<file path="src/rtl/uart_fifo_ctrl.sv">
// UART controller: bit-level TX/RX engines with a FIFO per direction.
// Optional internal loopback is built only when UART_LOOPBACK_EN is defined.
module uart_fifo_buf #(
  parameter int WIDTH = 8,
  parameter int DEPTH = 16
) (
  input  logic             clk,
  input  logic             rst,
  input  logic             push,
  input  logic [WIDTH-1:0] wdata,
  input  logic             pop,
  output logic [WIDTH-1:0] rdata,
  output logic             full,
  output logic             empty
);
  localparam int AW   = $clog2(DEPTH);
  localparam int CNTW = AW + 1;

  logic [WIDTH-1:0] mem [DEPTH];
  logic [AW-1:0]    wr_ptr_reg, rd_ptr_reg;
  logic [CNTW-1:0]  count_reg;
  logic             do_push, do_pop;

  assign full    = (count_reg == CNTW'(DEPTH));
  assign empty   = (count_reg == '0);
  assign do_push = push & ~full;
  assign do_pop  = pop & ~empty;
  // First-word fall-through: the head entry is always visible
  assign rdata   = mem[rd_ptr_reg];

  always_ff @(posedge clk) begin
    if (do_push) mem[wr_ptr_reg] <= wdata;
  end

  always_ff @(posedge clk) begin
    if (rst) begin
      wr_ptr_reg <= '0;
      rd_ptr_reg <= '0;
      count_reg  <= '0;
    end else begin
      if (do_push) wr_ptr_reg <= wr_ptr_reg + AW'(1);
      if (do_pop)  rd_ptr_reg <= rd_ptr_reg + AW'(1);
      count_reg <= count_reg + CNTW'(do_push) - CNTW'(do_pop);
    end
  end
endmodule

module uart_fifo_ctrl #(
  parameter int CLKS_PER_BIT = 868,
  parameter int DATA_BITS    = 8,
  parameter int FIFO_DEPTH   = 16,
  parameter int PARITY       = 0
) (
  input  logic                 clk,
  input  logic                 rst,
  input  logic                 rx_pin,
  output logic                 tx_pin,
  input  logic [DATA_BITS-1:0] tx_data,
  input  logic                 tx_valid,
  output logic                 tx_ready,
  output logic [DATA_BITS-1:0] rx_data,
  output logic                 rx_valid,
  input  logic                 rx_ready,
  output logic                 tx_busy,
  output logic                 rx_frame_err,
  output logic                 rx_parity_err,
  output logic                 rx_overflow,
  input  logic                 loopback
);
  localparam int CW = $clog2(CLKS_PER_BIT);
  localparam int IW = $clog2(DATA_BITS);
  localparam logic [CW-1:0] BIT_LAST  = CW'(CLKS_PER_BIT - 1);
  localparam logic [CW-1:0] HALF_LAST = CW'(CLKS_PER_BIT / 2 - 1);
  localparam logic [IW-1:0] IDX_LAST  = IW'(DATA_BITS - 1);
  localparam logic PAR_EN  = (PARITY != 0);
  localparam logic PAR_ODD = (PARITY == 1);

  typedef enum logic [2:0] {TX_IDLE, TX_START, TX_DATA, TX_PARITY, TX_STOP} tx_state_t;
  typedef enum logic [2:0] {RX_IDLE, RX_START, RX_DATA, RX_PARITY, RX_STOP, RX_WAIT_HIGH} rx_state_t;

  // TX path
  tx_state_t            tx_state_reg;
  logic [CW-1:0]        tx_cnt_reg;
  logic [IW-1:0]        tx_idx_reg;
  logic [DATA_BITS-1:0] tx_shift_reg;
  logic                 tx_par_reg, tx_pin_reg, tx_line;
  logic [DATA_BITS-1:0] tx_head;
  logic                 tx_full, tx_empty, tx_pop;

  uart_fifo_buf #(.WIDTH(DATA_BITS), .DEPTH(FIFO_DEPTH)) u_tx_fifo (
    .clk(clk), .rst(rst), .push(tx_valid), .wdata(tx_data), .pop(tx_pop),
    .rdata(tx_head), .full(tx_full), .empty(tx_empty)
  );

  assign tx_ready = ~tx_full;
  assign tx_busy  = ~tx_empty | (tx_state_reg != TX_IDLE);
  assign tx_pop   = ~tx_empty & ((tx_state_reg == TX_IDLE) |
                    ((tx_state_reg == TX_STOP) & (tx_cnt_reg == BIT_LAST)));

  always_comb begin
    tx_line = 1'b1;
    case (tx_state_reg)
      TX_START:  tx_line = 1'b0;
      TX_DATA:   tx_line = tx_shift_reg[0];
      TX_PARITY: tx_line = tx_par_reg;
      default:   tx_line = 1'b1;
    endcase
  end

  always_ff @(posedge clk) begin
    if (rst) begin
      tx_state_reg <= TX_IDLE;
      tx_cnt_reg   <= '0;
      tx_idx_reg   <= '0;
      tx_shift_reg <= '0;
      tx_par_reg   <= 1'b0;
      tx_pin_reg   <= 1'b1;
    end else begin
      // Line is the state decode delayed one cycle, so every bit keeps full length
      tx_pin_reg <= tx_line;
      if (tx_pop) begin
        tx_shift_reg <= tx_head;
        tx_par_reg   <= (^tx_head) ^ PAR_ODD;
        tx_state_reg <= TX_START;
        tx_cnt_reg   <= '0;
      end else begin
        case (tx_state_reg)
          TX_START: begin
            tx_cnt_reg <= (tx_cnt_reg == BIT_LAST) ? '0 : tx_cnt_reg + CW'(1);
            if (tx_cnt_reg == BIT_LAST) begin
              tx_idx_reg   <= '0;
              tx_state_reg <= TX_DATA;
            end
          end
          TX_DATA: begin
            tx_cnt_reg <= (tx_cnt_reg == BIT_LAST) ? '0 : tx_cnt_reg + CW'(1);
            if (tx_cnt_reg == BIT_LAST) begin
              tx_shift_reg <= tx_shift_reg >> 1;
              tx_idx_reg   <= tx_idx_reg + IW'(1);
              if (tx_idx_reg == IDX_LAST) tx_state_reg <= PAR_EN ? TX_PARITY : TX_STOP;
            end
          end
          TX_PARITY: begin
            tx_cnt_reg <= (tx_cnt_reg == BIT_LAST) ? '0 : tx_cnt_reg + CW'(1);
            if (tx_cnt_reg == BIT_LAST) tx_state_reg <= TX_STOP;
          end
          TX_STOP: begin
            tx_cnt_reg <= (tx_cnt_reg == BIT_LAST) ? '0 : tx_cnt_reg + CW'(1);
            if (tx_cnt_reg == BIT_LAST) tx_state_reg <= TX_IDLE;
          end
          default: tx_state_reg <= TX_IDLE;
        endcase
      end
    end
  end

  // RX path; synchroniser and edge history reset low so a stuck-low line never starts a frame
  logic [1:0]           rx_sync_reg;
  logic                 rx_prev_reg, rx_in;
  rx_state_t            rx_state_reg;
  logic [CW-1:0]        rx_cnt_reg;
  logic [IW-1:0]        rx_idx_reg;
  logic [DATA_BITS-1:0] rx_shift_reg, rx_head;
  logic                 rx_par_reg, rx_par_ok, rx_stop_sample, rx_push, rx_full, rx_empty;
  logic                 rx_frame_err_reg, rx_parity_err_reg, rx_overflow_reg;

`ifdef UART_LOOPBACK_EN
  assign rx_in  = loopback ? tx_pin_reg : rx_sync_reg[1];
  assign tx_pin = loopback ? 1'b1 : tx_pin_reg;
`else
  logic unused_loopback;
  assign unused_loopback = loopback;
  assign rx_in  = rx_sync_reg[1];
  assign tx_pin = tx_pin_reg;
`endif

  assign rx_par_ok      = ~PAR_EN | (rx_par_reg == ((^rx_shift_reg) ^ PAR_ODD));
  assign rx_stop_sample = (rx_state_reg == RX_STOP) & (rx_cnt_reg == BIT_LAST);
  assign rx_push        = rx_stop_sample & rx_in & rx_par_ok & ~rx_full;

  uart_fifo_buf #(.WIDTH(DATA_BITS), .DEPTH(FIFO_DEPTH)) u_rx_fifo (
    .clk(clk), .rst(rst), .push(rx_push), .wdata(rx_shift_reg), .pop(rx_ready),
    .rdata(rx_head), .full(rx_full), .empty(rx_empty)
  );

  assign rx_valid      = ~rx_empty;
  assign rx_data       = rx_valid ? rx_head : '0;
  assign rx_frame_err  = rx_frame_err_reg;
  assign rx_parity_err = rx_parity_err_reg;
  assign rx_overflow   = rx_overflow_reg;

  always_ff @(posedge clk) begin
    if (rst) begin
      rx_sync_reg       <= 2'b00;
      rx_prev_reg       <= 1'b0;
      rx_state_reg      <= RX_IDLE;
      rx_cnt_reg        <= '0;
      rx_idx_reg        <= '0;
      rx_shift_reg      <= '0;
      rx_par_reg        <= 1'b0;
      rx_frame_err_reg  <= 1'b0;
      rx_parity_err_reg <= 1'b0;
      rx_overflow_reg   <= 1'b0;
    end else begin
      rx_sync_reg       <= {rx_sync_reg[0], rx_pin};
      rx_prev_reg       <= rx_in;
      rx_frame_err_reg  <= 1'b0;
      rx_parity_err_reg <= 1'b0;
      rx_overflow_reg   <= 1'b0;
      case (rx_state_reg)
        RX_IDLE: begin
          if (rx_prev_reg & ~rx_in) begin
            rx_state_reg <= RX_START;
            rx_cnt_reg   <= '0;
          end
        end
        RX_START: begin
          rx_cnt_reg <= (rx_cnt_reg == HALF_LAST) ? '0 : rx_cnt_reg + CW'(1);
          if (rx_cnt_reg == HALF_LAST) begin
            rx_idx_reg   <= '0;
            rx_state_reg <= rx_in ? RX_IDLE : RX_DATA;
          end
        end
        RX_DATA: begin
          rx_cnt_reg <= (rx_cnt_reg == BIT_LAST) ? '0 : rx_cnt_reg + CW'(1);
          if (rx_cnt_reg == BIT_LAST) begin
            rx_shift_reg <= {rx_in, rx_shift_reg[DATA_BITS-1:1]};
            rx_idx_reg   <= rx_idx_reg + IW'(1);
            if (rx_idx_reg == IDX_LAST) rx_state_reg <= PAR_EN ? RX_PARITY : RX_STOP;
          end
        end
        RX_PARITY: begin
          rx_cnt_reg <= (rx_cnt_reg == BIT_LAST) ? '0 : rx_cnt_reg + CW'(1);
          if (rx_cnt_reg == BIT_LAST) begin
            rx_par_reg   <= rx_in;
            rx_state_reg <= RX_STOP;
          end
        end
        RX_STOP: begin
          rx_cnt_reg <= (rx_cnt_reg == BIT_LAST) ? '0 : rx_cnt_reg + CW'(1);
          if (rx_cnt_reg == BIT_LAST) begin
            rx_frame_err_reg  <= ~rx_in;
            rx_parity_err_reg <= ~rx_par_ok;
            rx_overflow_reg   <= rx_in & rx_par_ok & rx_full;
            rx_state_reg      <= rx_in ? RX_IDLE : RX_WAIT_HIGH;
          end
        end
        RX_WAIT_HIGH: begin
          if (rx_in) rx_state_reg <= RX_IDLE;
        end
        default: rx_state_reg <= RX_IDLE;
      endcase
    end
  end
endmodule

</file>
<file path="config.mk">
export PLATFORM = sky130hd
export DESIGN_NAME = uart_fifo_ctrl
export DESIGN_NICKNAME = d
export VERILOG_FILES = /design/src/rtl/uart_fifo_ctrl.sv
export SDC_FILE = /design/constraint.sdc
export NUM_CORES = 1
export LEC_CHECK = 0
export CORE_MARGIN = 4
export CORE_UTILIZATION = 40
export DETAILED_ROUTE_END_ITERATION = 12
export PLACE_DENSITY_LB_ADDON = 0.15
export SLEW_MARGIN = 20
export SYNTH_ARGS = -nofsm -noshare
export SYNTH_HDL_FRONTEND = slang
export SYNTH_HIERARCHICAL = 1
export SYNTH_SLANG_ARGS = --single-unit
</file>
<file path="constraint.sdc">
create_clock -name clk -period 3.47 [get_ports clk]
set_input_delay 0.5205 -clock clk [delete_from_list [all_inputs] [get_ports clk]]
set_output_delay 0.5205 -clock clk [all_outputs]
set_load 0.1 [all_outputs]
</file>
==> out/qor.txt <==
Netlist cell types: 60
Critical path destination: u_tx_fifo/count_reg[4]
CTS buffer count: 38
global route overflow: 0
maximum clock path buffer count: 3
clk sinks: 345
final worst slack: 201 ps
# fillers: 3,126
cell row count: 69
r2r endpoint: u_tx_fifo/count_reg[4]
count of input and output buffers: 26
Yosys top cell by area: edfxtp_1
post-route ant nets: 0
Net Switching: 3.44 mW
Clock power frac: 32.4%
CP startpoint: u_tx_fifo/count_reg[2]
max-slew violation count: 0
actual slew at the worst max-slew pin: 965 ps
final setup violating endpoints: 0
CTS root buffer: clkbuf_16
Nets: 1,052
Synth Instances: 949
R2R cell count: 16
DRT iter0 DRCs: 538
vias per std cell: 5.21
die height: 198 um
Fmax: 0.306 GHz
worst hold path class: reg2reg
final-report hold violation count: 0
Max-cap violations: 0
crit end category: register
Max FO, Critical Path: 4
power density over the cells: 699 nW/um^2
top cell type's share of synthesized area: 53.4%
Die X: 198 um
initial antenna violation count: 0
RSZ-0062 raised after global routing: false
r2r setup slk: 200 ps
outcome: complete, no violations
EDFF count, synth: 256
top_reg_cell synth: edfxtp_1
share of cells above drive strength 1: 14.5%
cell leakage power: 5.56 nW
Sw Share: 29.9%
worst hold margin: 445 ps
startpoint types: register
Mapped Area: 14,400 sq um
vias in the first global route: 7,850
global-route wire length before repair: 45,000 um
combinational power share: 26.4%
first drt pass iteration count: 5
Synth Area per Inst: 15.2 sq um
via count: 7,783
routed len/inst: 19.1 um
post-synthesis sequential area ratio: 65.8%
CTS tree: built
residual DRC count: 0
GPL Wtd Cong: 0.745
Commonest cells post-synth: 256 x edfxtp_1, 89 x dfxtp_1, 69 x nor2_1
Setup TNS: 0 ps
worst endpoint required time: 3910 ps
Synth Register Bits: 345
synthesis-to-finish area growth: 14.6%
Area contributors post-synth: edfxtp_1 53%, dfxtp_1 12%, mux4_2 5.6%, mux4_1 5.1%, ha_1 2.5%
Ant. Diodes: 0
WP data arrival: 3710 ps
HPWL after detailed placement: 18,100 um
# IOs: 29
worst slack at placement: 192 ps
Die Area: 39,100 sq um
Tcrit/Tclk final: 94.2%
asr flop ratio synth: 0%
Final Critical Period: 3270 ps
clock latency on the worst-skew pair: 520 ps
initial core utilization: 40.5%
yosys warns: 6
reg2reg start: u_tx_fifo/count_reg[2]
Total GRT Usage: 14.7%
most frequent cell after synthesis: edfxtp_1
Core Box Area: 35,600 sq um
pin count of the biggest net entering global routing: 35
total wire length: 28,600 um
Power Internal: 8.09 mW
Flop pwr share: 41.2%
Slew HR: 35.5%
Largest regs: u_rx_fifo/mem (128), u_tx_fifo/mem (128)
skew final: 13.0 ps
Post-CTS Hold Buffers: 0
VDD IR max: 0.000813 V
Setup CP Type: reg2reg
Post-Syn Nets: 994
CTS clk-pin slew, worst paths: 50 ps
H-tree Lvls: 2
layout by cell type, fill, tap and decap left out, types with 4 or more instances in the layout:
| master | instances |
|---|---|
| edfxtp_1 | 256 |
| dfxtp_1 | 86 |
| nor2_1 | 69 |
| nand2_1 | 64 |
| a22oi_1 | 43 |
| inv_1 | 42 |
| clkbuf_16 | 38 |
| buf_4 | 37 |
| mux4_2 | 36 |
| ha_1 | 29 |
| a21oi_1 | 28 |
| mux4_1 | 28 |
| and2_1 | 23 |
| nand3_1 | 23 |
| xnor2_1 | 21 |
| nor2b_1 | 18 |
| clkbuf_1 | 14 |
| clkdlybuf4s50_1 | 14 |
| xor2_1 | 13 |
| or3_1 | 12 |
| mux2i_1 | 12 |
| nor3_1 | 10 |
| buf_12 | 10 |
| nor4_1 | 9 |
| nand4_1 | 9 |
| o21ai_0 | 6 |
| nor3b_1 | 5 |
| a41oi_1 | 4 |
| o22ai_1 | 4 |
| clkinv_1 | 4 |
| clkinv_2 | 4 |
logic make-up after synthesis:
kind of cell | after synthesis | synth area share (%)
DFF | 345 | 65.8
and+or+nand+nor | 275 | 9.97
AOI/OAI and AO/OA | 101 | 4.78
buffers and inverters | 86 | 3.01
muxes | 76 | 11.6
xor gates and xnor gates | 34 | 2.07
adders and majority gates | 31 | 2.80
other | 1 | 0.0260
layout make-up:
type | count | area, sq um | share of cell area, %
clock inverter | 14 | 136 | 0.826
tap | 461 | 577 | 3.50
clock buffer | 53 | 1020 | 6.16
multi-input combinational | 518 | 4520 | 27.4
sequential | 345 | 9470 | 57.4
inverter | 42 | 158 | 0.955
timing repair buffer | 62 | 623 | 3.78
worst min-delay path by stage:
stage | startpoint | slack [ps] | endpoint | cells after the start
6_report | rx_sync_reg[0] | 450 | rx_sync_reg[1] | 1
2_1_floorplan | rx_sync_reg[0] | 410 | rx_sync_reg[1] | 1
3_5_place_dp | rx_sync_reg[0] | 440 | rx_sync_reg[1] | 1
4_1_cts | rx_sync_reg[0] | 460 | rx_sync_reg[1] | 1
3_3_place_gp | rx_sync_reg[0] | 430 | rx_sync_reg[1] | 1
5_1_grt | rx_sync_reg[0] | 460 | rx_sync_reg[1] | 1
metal layers:
| layer | vias up | track usage, % | wire, um | part of all wire [%] |
|---|---|---|---|---|
| met4 | 0 | 3.34 | 503 | 1.8 |
| met1 | 3859 | 20.1 | 12900 | 45 |
| met3 | 38 | 2.54 | 1250 | 4.4 |
| li1 | 3742 | - | - | - |
| met5 | - | 0 | 0 | 0 |
| met2 | 144 | 24.8 | 13900 | 49 |
stage by stage:
step / std cells / area, sq um / util [%] / power (mW)
finish: 1495 / 16500 / 46.4 / 11.5
global placement: 1427 / 15300 / 43.1 / 7.90
CTS: 1494 / 16500 / 46.4 / 11.7
floorplan: 949 / 14400 / - / 7.08
detailed placement: 1427 / 15300 / 43.1 / 7.91
global route: 1495 / 16500 / 46.4 / 12.1
worst max-delay path: stages, from the launching register on:
cell and delay, ps:
dfxtp_1 310, inv_1 80, ha_1 160, or4b_1 470, inv_1 140, nor3_1 70
and2_1 190, nand2_1 100, inv_1 60, ha_1 270, inv_1 40, ha_1 200
fa_1 400, a21oi_1 180, nor2_1 60, or3_1 340, a21oi_1 140
power groups by stage:
stage	registers (mW)	clock network, mW	logic [mW]
finish	4.75	3.74	3.04
detailed placement	4.84	0	3.07
floorplan	4.77	0	2.31
CTS	4.75	3.85	3.08
global route	4.77	4.04	3.31
global placement	4.84	0	3.06
timing repair:
item	4_1_cts	5_1_grt
gates resized for setup	0	3
setup endpoints to repair	0	1
buffers inserted	0	1
No activity file was read; power rests on OpenSTA's default activity.
